===== src/rtl/instr_prefetch_decoder.sv =====
// instr_prefetch_decoder
//
// Purpose: takes 16-bit instruction words from fetch over a valid/ready
// handshake, assembles one- or two-word instructions (group 5 spans two
// words), classifies the instruction group from the first word and tags
// each instruction with the word address of its first word. Assembled
// instructions are buffered in a FIFO_DEPTH-entry FIFO for execute.
//
// Parameters:
//   FIFO_DEPTH  buffered instructions (power of two, >= 2)
//   ADDR_WIDTH  width of the word-addressed PC
//
// Ports:
//   clk, reset_n            clock (rising edge), async active-low reset
//   in_valid/in_word/in_ready  fetch word handshake (in_ready registered)
//   flush, flush_pc         drop all buffered/partial state, restart PC
//   out_valid/out_ready     FIFO head handshake
//   out_group/out_raw/out_two_word/out_pc  head instruction fields
//   fifo_count              FIFO occupancy
//   illegal_trap            only with INSTR_PREFETCH_ILLEGAL_TRAP_EN defined
//
// Optional feature: define INSTR_PREFETCH_ILLEGAL_TRAP_EN to stop accepting
// words after an unknown-group instruction and raise illegal_trap once it
// reaches the head; flush or reset clears the trap.

module instr_prefetch_decoder #(
  parameter int FIFO_DEPTH = 4,
  parameter int ADDR_WIDTH = 16
) (
  input  logic                            clk,
  input  logic                            reset_n,
  input  logic                            in_valid,
  input  logic [15:0]                     in_word,
  output logic                            in_ready,
  input  logic                            flush,
  input  logic [ADDR_WIDTH-1:0]           flush_pc,
  output logic                            out_valid,
  input  logic                            out_ready,
  output logic [2:0]                      out_group,
  output logic [31:0]                     out_raw,
  output logic                            out_two_word,
  output logic [ADDR_WIDTH-1:0]           out_pc,
  output logic [$clog2(FIFO_DEPTH+1)-1:0] fifo_count
`ifdef INSTR_PREFETCH_ILLEGAL_TRAP_EN
  ,
  output logic                            illegal_trap
`endif
);

  localparam int PTR_W = $clog2(FIFO_DEPTH);
  localparam int CNT_W = $clog2(FIFO_DEPTH+1);

  typedef enum logic {ST_FIRST, ST_WAIT_SECOND} state_t;

  typedef struct packed {
    logic [2:0]            group;
    logic [31:0]           raw;
    logic                  twoWord;
    logic [ADDR_WIDTH-1:0] pc;
  } entry_t;

  state_t                r_state;
  state_t                w_nextState;
  logic [ADDR_WIDTH-1:0] r_pc;
  logic [15:0]           r_partialWord;
  logic [ADDR_WIDTH-1:0] r_partialPc;
  logic                  r_inReady;
  entry_t                r_mem [FIFO_DEPTH];
  logic [PTR_W-1:0]      r_wrPtr;
  logic [PTR_W-1:0]      r_rdPtr;
  logic [CNT_W-1:0]      r_count;
  logic [CNT_W-1:0]      w_countNext;
  logic [2:0]            w_wordGroup;
  logic                  w_wordXfer;
  logic                  w_push;
  logic                  w_pop;
  logic                  w_blocked;
  entry_t                w_pushEntry;
  entry_t                w_head;

  function automatic logic [2:0] classifyGroup(input logic [15:0] word);
    if (!word[15])                      return 3'd1;
    else if (word[15:14] == 2'b10)      return 3'd2;
    else if (word[15:12] == 4'b1100)    return 3'd3;
    else if (word[15:12] == 4'b1101)    return 3'd4;
    else if (word[15:10] == 6'b111000)  return 3'd5;
    else                                return 3'd0;
  endfunction

`ifdef INSTR_PREFETCH_ILLEGAL_TRAP_EN
  logic r_trapPending;
  logic r_trapLatched;
  logic w_trapAtHead;

  // No pushes follow the unknown entry, so once occupancy is one it is the head.
  assign w_trapAtHead = r_trapPending && (r_count == CNT_W'(1));
  assign w_blocked    = r_trapPending;
  assign illegal_trap = r_trapLatched || w_trapAtHead;

  // Trap bookkeeping: armed by pushing an unknown-group word, cleared by flush.
  always_ff @(posedge clk or negedge reset_n) begin
    if (!reset_n) begin
      r_trapPending <= 1'b0;
      r_trapLatched <= 1'b0;
    end else if (flush) begin
      r_trapPending <= 1'b0;
      r_trapLatched <= 1'b0;
    end else begin
      if (w_push && w_pushEntry.group == 3'd0) r_trapPending <= 1'b1;
      if (w_trapAtHead) r_trapLatched <= 1'b1;
    end
  end
`else
  assign w_blocked = 1'b0;
`endif

  // Flush gates in_ready combinationally so the flush cycle itself is closed.
  assign in_ready   = r_inReady && !flush && !w_blocked;
  assign w_wordXfer = in_valid && in_ready;
  assign out_valid  = (r_count != '0);
  assign w_pop      = out_valid && out_ready && !flush;
  assign fifo_count = r_count;

  // Assembly: decide what (if anything) gets pushed and the next state.
  always_comb begin
    w_nextState = r_state;
    w_push      = 1'b0;
    w_pushEntry = '0;
    w_wordGroup = classifyGroup(in_word);
    case (r_state)
      ST_FIRST: begin
        if (w_wordXfer) begin
          if (w_wordGroup == 3'd5) begin
            w_nextState = ST_WAIT_SECOND;
          end else begin
            w_push              = 1'b1;
            w_pushEntry.group   = w_wordGroup;
            w_pushEntry.raw     = {in_word, 16'h0000};
            w_pushEntry.twoWord = 1'b0;
            w_pushEntry.pc      = r_pc;
          end
        end
      end
      ST_WAIT_SECOND: begin
        if (w_wordXfer) begin
          w_push              = 1'b1;
          w_pushEntry.group   = 3'd5;
          w_pushEntry.raw     = {r_partialWord, in_word};
          w_pushEntry.twoWord = 1'b1;
          w_pushEntry.pc      = r_partialPc;
          w_nextState         = ST_FIRST;
        end
      end
      default: w_nextState = ST_FIRST;
    endcase
    if (flush) begin
      w_nextState = ST_FIRST;
      w_push      = 1'b0;
    end
    w_countNext = flush ? '0 : (r_count + CNT_W'(w_push) - CNT_W'(w_pop));
  end

  // Assembly state, PC and the partial register for the first group-5 word.
  always_ff @(posedge clk or negedge reset_n) begin
    if (!reset_n) begin
      r_state       <= ST_FIRST;
      r_pc          <= '0;
      r_partialWord <= '0;
      r_partialPc   <= '0;
    end else if (flush) begin
      r_state       <= ST_FIRST;
      r_pc          <= flush_pc;
      r_partialWord <= '0;
      r_partialPc   <= '0;
    end else begin
      r_state <= w_nextState;
      if (w_wordXfer) begin
        r_pc <= r_pc + ADDR_WIDTH'(1);
        if (r_state == ST_FIRST && w_wordGroup == 3'd5) begin
          r_partialWord <= in_word;
          r_partialPc   <= r_pc;
        end
      end
    end
  end

  // FIFO pointers, occupancy and the registered ready based on next occupancy.
  always_ff @(posedge clk or negedge reset_n) begin
    if (!reset_n) begin
      r_wrPtr   <= '0;
      r_rdPtr   <= '0;
      r_count   <= '0;
      r_inReady <= 1'b0;
    end else begin
      r_count   <= w_countNext;
      r_inReady <= !flush && (w_countNext < CNT_W'(FIFO_DEPTH));
      if (flush) begin
        r_wrPtr <= '0;
        r_rdPtr <= '0;
      end else begin
        if (w_push) r_wrPtr <= r_wrPtr + PTR_W'(1);
        if (w_pop)  r_rdPtr <= r_rdPtr + PTR_W'(1);
      end
    end
  end

  // Storage needs no reset: the head is masked whenever the FIFO is empty.
  always_ff @(posedge clk) begin
    if (w_push) r_mem[r_wrPtr] <= w_pushEntry;
  end

  assign w_head       = out_valid ? r_mem[r_rdPtr] : '0;
  assign out_group    = w_head.group;
  assign out_raw      = w_head.raw;
  assign out_two_word = w_head.twoWord;
  assign out_pc       = w_head.pc;

endmodule

===== config.mk =====
export PLATFORM = sky130hd
export DESIGN_NAME = instr_prefetch_decoder
export DESIGN_NICKNAME = d
export VERILOG_FILES = /design/src/rtl/instr_prefetch_decoder.sv
export SDC_FILE = /design/constraint.sdc
export NUM_CORES = 1
export LEC_CHECK = 0
export ABC_AREA = 1
export ABC_CLOCK_PERIOD_IN_PS = 3500
export CAP_MARGIN = 15
export CORE_AREA = 2 2 165 167
export CTS_CLUSTER_DIAMETER = 120
export DETAILED_ROUTE_END_ITERATION = 16
export DIE_AREA = 0 0 167 169
export MAX_ROUTING_LAYER = met4
export PLACE_DENSITY_LB_ADDON = 0.3
export SYNTH_ARGS = -nofsm -noshare
export SYNTH_HDL_FRONTEND = slang
export SYNTH_SLANG_ARGS = --single-unit

===== constraint.sdc =====
create_clock -name clk -period 3.5 [get_ports clk]
set_clock_uncertainty 0.15 [all_clocks]
set_input_delay 0.525 -clock clk [delete_from_list [all_inputs] [get_ports clk]]
set_output_delay 0.525 -clock clk [all_outputs]
set_load 0.02 [all_outputs]

==> results.tsv <==
stage	metric	value	unit
outcome	status	finished, final reports clean	
global_route	grt_max_degree	73	
critical_path	slowest_delay	0.69	ns
critical_path	r2r_end	r_mem[2][49]	
critical_path	critical_path_required	2.82	ns
floorplanning	core	26500	um^2
power	power_frac_comb	28.0	%
detailed_routing	ant_nets	0	
power	power_leakage	5.091	nW
timing	setup_viol	0	
critical_path	crit_path_start_kind	register	
critical_path	cp_slowest_cell	clkdlybuf4s50_1	
power	p_sw	0.002943	W
placement	dp_hpwl	16560	um
yosys	synth_top_cell_by_area	edfxtp_1	
power	switching_share	31.37	%
timing	post-route-period-util	96.99	%
yosys	netlist.area_leader.share	54.53	%
timing	rsz0062_at_grt	false	
critical_path	endpoint	out_raw[14]	
timing	tightest_slew	1.022	ns
placement	io_buffers	93	
critical_path	rrSetupSlack	0.85	ns
floorplanning	start_util	43.22	%
detailed_routing	wl	26950	um
critical_path	critical_path_class	reg -> out	
critical_path	critPathLaunch	r_rdPtr[0]	
yosys	ys_ff_latch	265	
final_layout	fill_cells	2251	
clock_network	cts-root-buf	clkbuf_16	
yosys	async_flop_share	21.51	%
yosys	netlist_top_cells_area	edfxtp_1 55%, dfrtp_1 12%, nor2_1 8.3%, o21ai_0 5.2%, inv_1 2.8%	
global_route	antenna_found_initial	0	
timing	timing.fmax	294.6	MHz
final_layout	syn_to_final_growth	20.81	%
critical_path	path_delay_family	buffers and inverters	
final_layout	final_common_cell	nor2_1	
floorplanning	fp.dieH	169	um
clock_network	clk_latency	0.54	ns
power	p_per_area	678.1	nW/um^2
final_layout	final_cell_mix	250 x nor2_1, 208 x edfxtp_1, 120 x o21ai_0	
clock_network	cts_buffer_depth	3	
final_layout	drive_gt1_share	11.53	%
power	intPower	0.006441	W
detailed_routing	vias	7844	
global_route	grt_pass1_wl	42350	um
placement	post_dp_cell_area	12840	um^2
detailed_routing	drcViolationCount	0	
floorplanning	die_w	167	um
power	ir_drop	0.5123	mV
placement	gp_congestion	0.8559	
floorplanning	die_area	28220	um^2
yosys	yosysUniqueCellTypes	37	
detailed_routing	wire_per_inst	18.13	um
yosys	syn-cell-area	11450	um^2
power	finalPower	0.009384	W
critical_path	cp_max_fo	72	
detailed_routing	viasPerCell	5.279	
floorplanning	row_count	60	
clock_network	clk_pin_slew	0.06	ns
critical_path	reg2reg_depth	9	
final_layout	fin_nets	1169	
global_route	grt_usage	19.50	%
timing	slew_violations	0	
clock_network	cts_tree	yes	
critical_path	crit_path_end_kind	output pin	
timing	whs	0.3549	ns
yosys	avgSynthCellArea	11.15	um^2
timing	slew_headroom	31.72	%
clock_network	cts.sinks	265	
final_layout	fin_area	13840	um^2
clock_network	htreeDepth	1	
final_layout	seqCellArea	7680	um^2
timing	final.setup.tns	0	ns
critical_path	crit_chain	inv_2, buf_12, o21ai_0, a21oi_1, clkdlybuf4s50_1	
clock_network	numCtsBuffers	28	
critical_path	crit_cells	5	
final_layout	antenna-diode-count	0	
power	pwr-share-clk	33.0	%
critical_path	worstPathArrival	2.72	ns
yosys	synth_flop_cell	edfxtp_1	
yosys	syn_nets	1072	
global_route	gr-total-overflow	0	
timing	fin_crit	3.395	ns
yosys	ys_seq_area_share	66.98	%
floorplanning	pin_count	94	
timing	hold_viol	0	
yosys	ys_warn_count	0	
yosys	synth-edff-count	208	
detailed_routing	drt_iter0_markers	801	
job	max_cap_violations	0	
critical_path	r2r-start	r_inReady	
power	p_seq_share	39.0	%
final_layout	multi_input_area	3152	um^2
detailed_routing	dr.pass1.iters	5	
hold_path	hold_path_class	reg -> reg	
critical_path	path_buf_inv	3	
global_route	first_global_vias	7661	
yosys	synth_cells	1027	
==> worst min-delay path: cells and delay by family, from the launching register on <==
kind / cells / cell delay, ns
flops: 1 / 0.32
simple gates: 1 / 0.09
buf+inv: 1 / 0.06
==> power groups by stage <==
stage	registers, W	logic [W]	clock network [W]
2_1_floorplan	0.00368	0.00150	0
3_3_place_gp	0.00373	0.00260	0
3_5_place_dp	0.00373	0.00261	0
4_1_cts	0.00367	0.00263	0.00313
5_1_grt	0.00368	0.00283	0.00329
6_report	0.00366	0.00262	0.00310
==> worst min path at each step <==
stage / cells after the start / from / slack (ns) / end
after global placement: 2 / r_partialWord[12] / 0.34 / r_partialWord[12]
after CTS: 2 / r_partialWord[10] / 0.36 / r_partialWord[10]
after floorplan: 0 / reset_n / 0.08 / fifo_count[0]
after detailed placement: 2 / r_partialWord[10] / 0.35 / r_partialWord[10]
final: 2 / r_partialWord[10] / 0.35 / r_partialWord[10]
after global routing: 2 / r_partialWord[12] / 0.38 / r_partialWord[12]
==> metrics by stage <==
stage,std cells,setup WS [ns],util [%]
floorplan,1027,-0.5070,-
detailed placement,1433,0.1544,48.44
finish,1486,0.1055,52.22
global placement,1433,0.1647,48.44
CTS,1485,0.03367,52.18
global route,1486,0.01801,52.22
==> final cells by class <==
type                            count  share of cell area, %
Clock buffer                       36                  5.497
Clock inverter                     15                  1.555
Inverter                           92                  2.514
Multi-Input combinational cell    612                  22.78
Sequential cell                   265                  55.50
Tap cell                          341                  3.083
Timing Repair Buffer              125                  9.078
==> flip-flops by register name, summed over array words and instances (netlist names) <==
name / flops
r_pc: 16
r_partialWord: 16
r_state: 1
r_inReady: 1
r_rdPtr: 2
fifo_count: 3
r_mem: 208
r_partialPc: 16
r_wrPtr: 2
==> synth_stat cells, types with 2 or more instances <==
cell type,instances
buf_2,23
xor2_1,4
a21oi_1,59
nor3_1,3
buf_4,2
buf_6,6
nand3_1,18
o211ai_1,3
nand2_4,3
o22ai_1,33
a22oi_1,2
dfrtp_1,57
o22ai_2,20
clkbuf_1,24
nand4_1,4
ha_1,7
inv_1,84
inv_2,8
edfxtp_1,208
o21ai_1,2
buf_8,2
o21ai_0,120
nor3_2,2
nand2_1,56
a22oi_2,8
nor2_1,254
nor2_4,3
nand2_2,3
==> per-layer routing <==
metal / track usage, % / vias to the layer above / routed length (um)
met2: 31.19 / 246 / 12860
met1: 26.81 / 3813 / 11880
met5: - / - / 0
li1: - / 3744 / -
met4: 5.097 / 0 / 538
met3: 2.268 / 41 / 1667
==> kinds of logic after synthesis <==
| kind of cell | count (synthesis) | share of synthesized area [%] |
|---|---|---|
| simple gates | 349 | 12.56 |
| flops | 265 | 66.98 |
| compound gates | 250 | 13.32 |
| buf+inv | 150 | 5.822 |
| fa+ha+maj | 8 | 0.9393 |
| xor+xnor | 5 | 0.3823 |
==> timing repair <==
action,in CTS,in global routing
endpoints found under the setup margin,13,8
setup buffers,0,1
gates resized for setup,2,2
endpoints found under the hold margin,31,0
hold buffers,1,0
No activity file was read; power rests on OpenSTA's default activity.
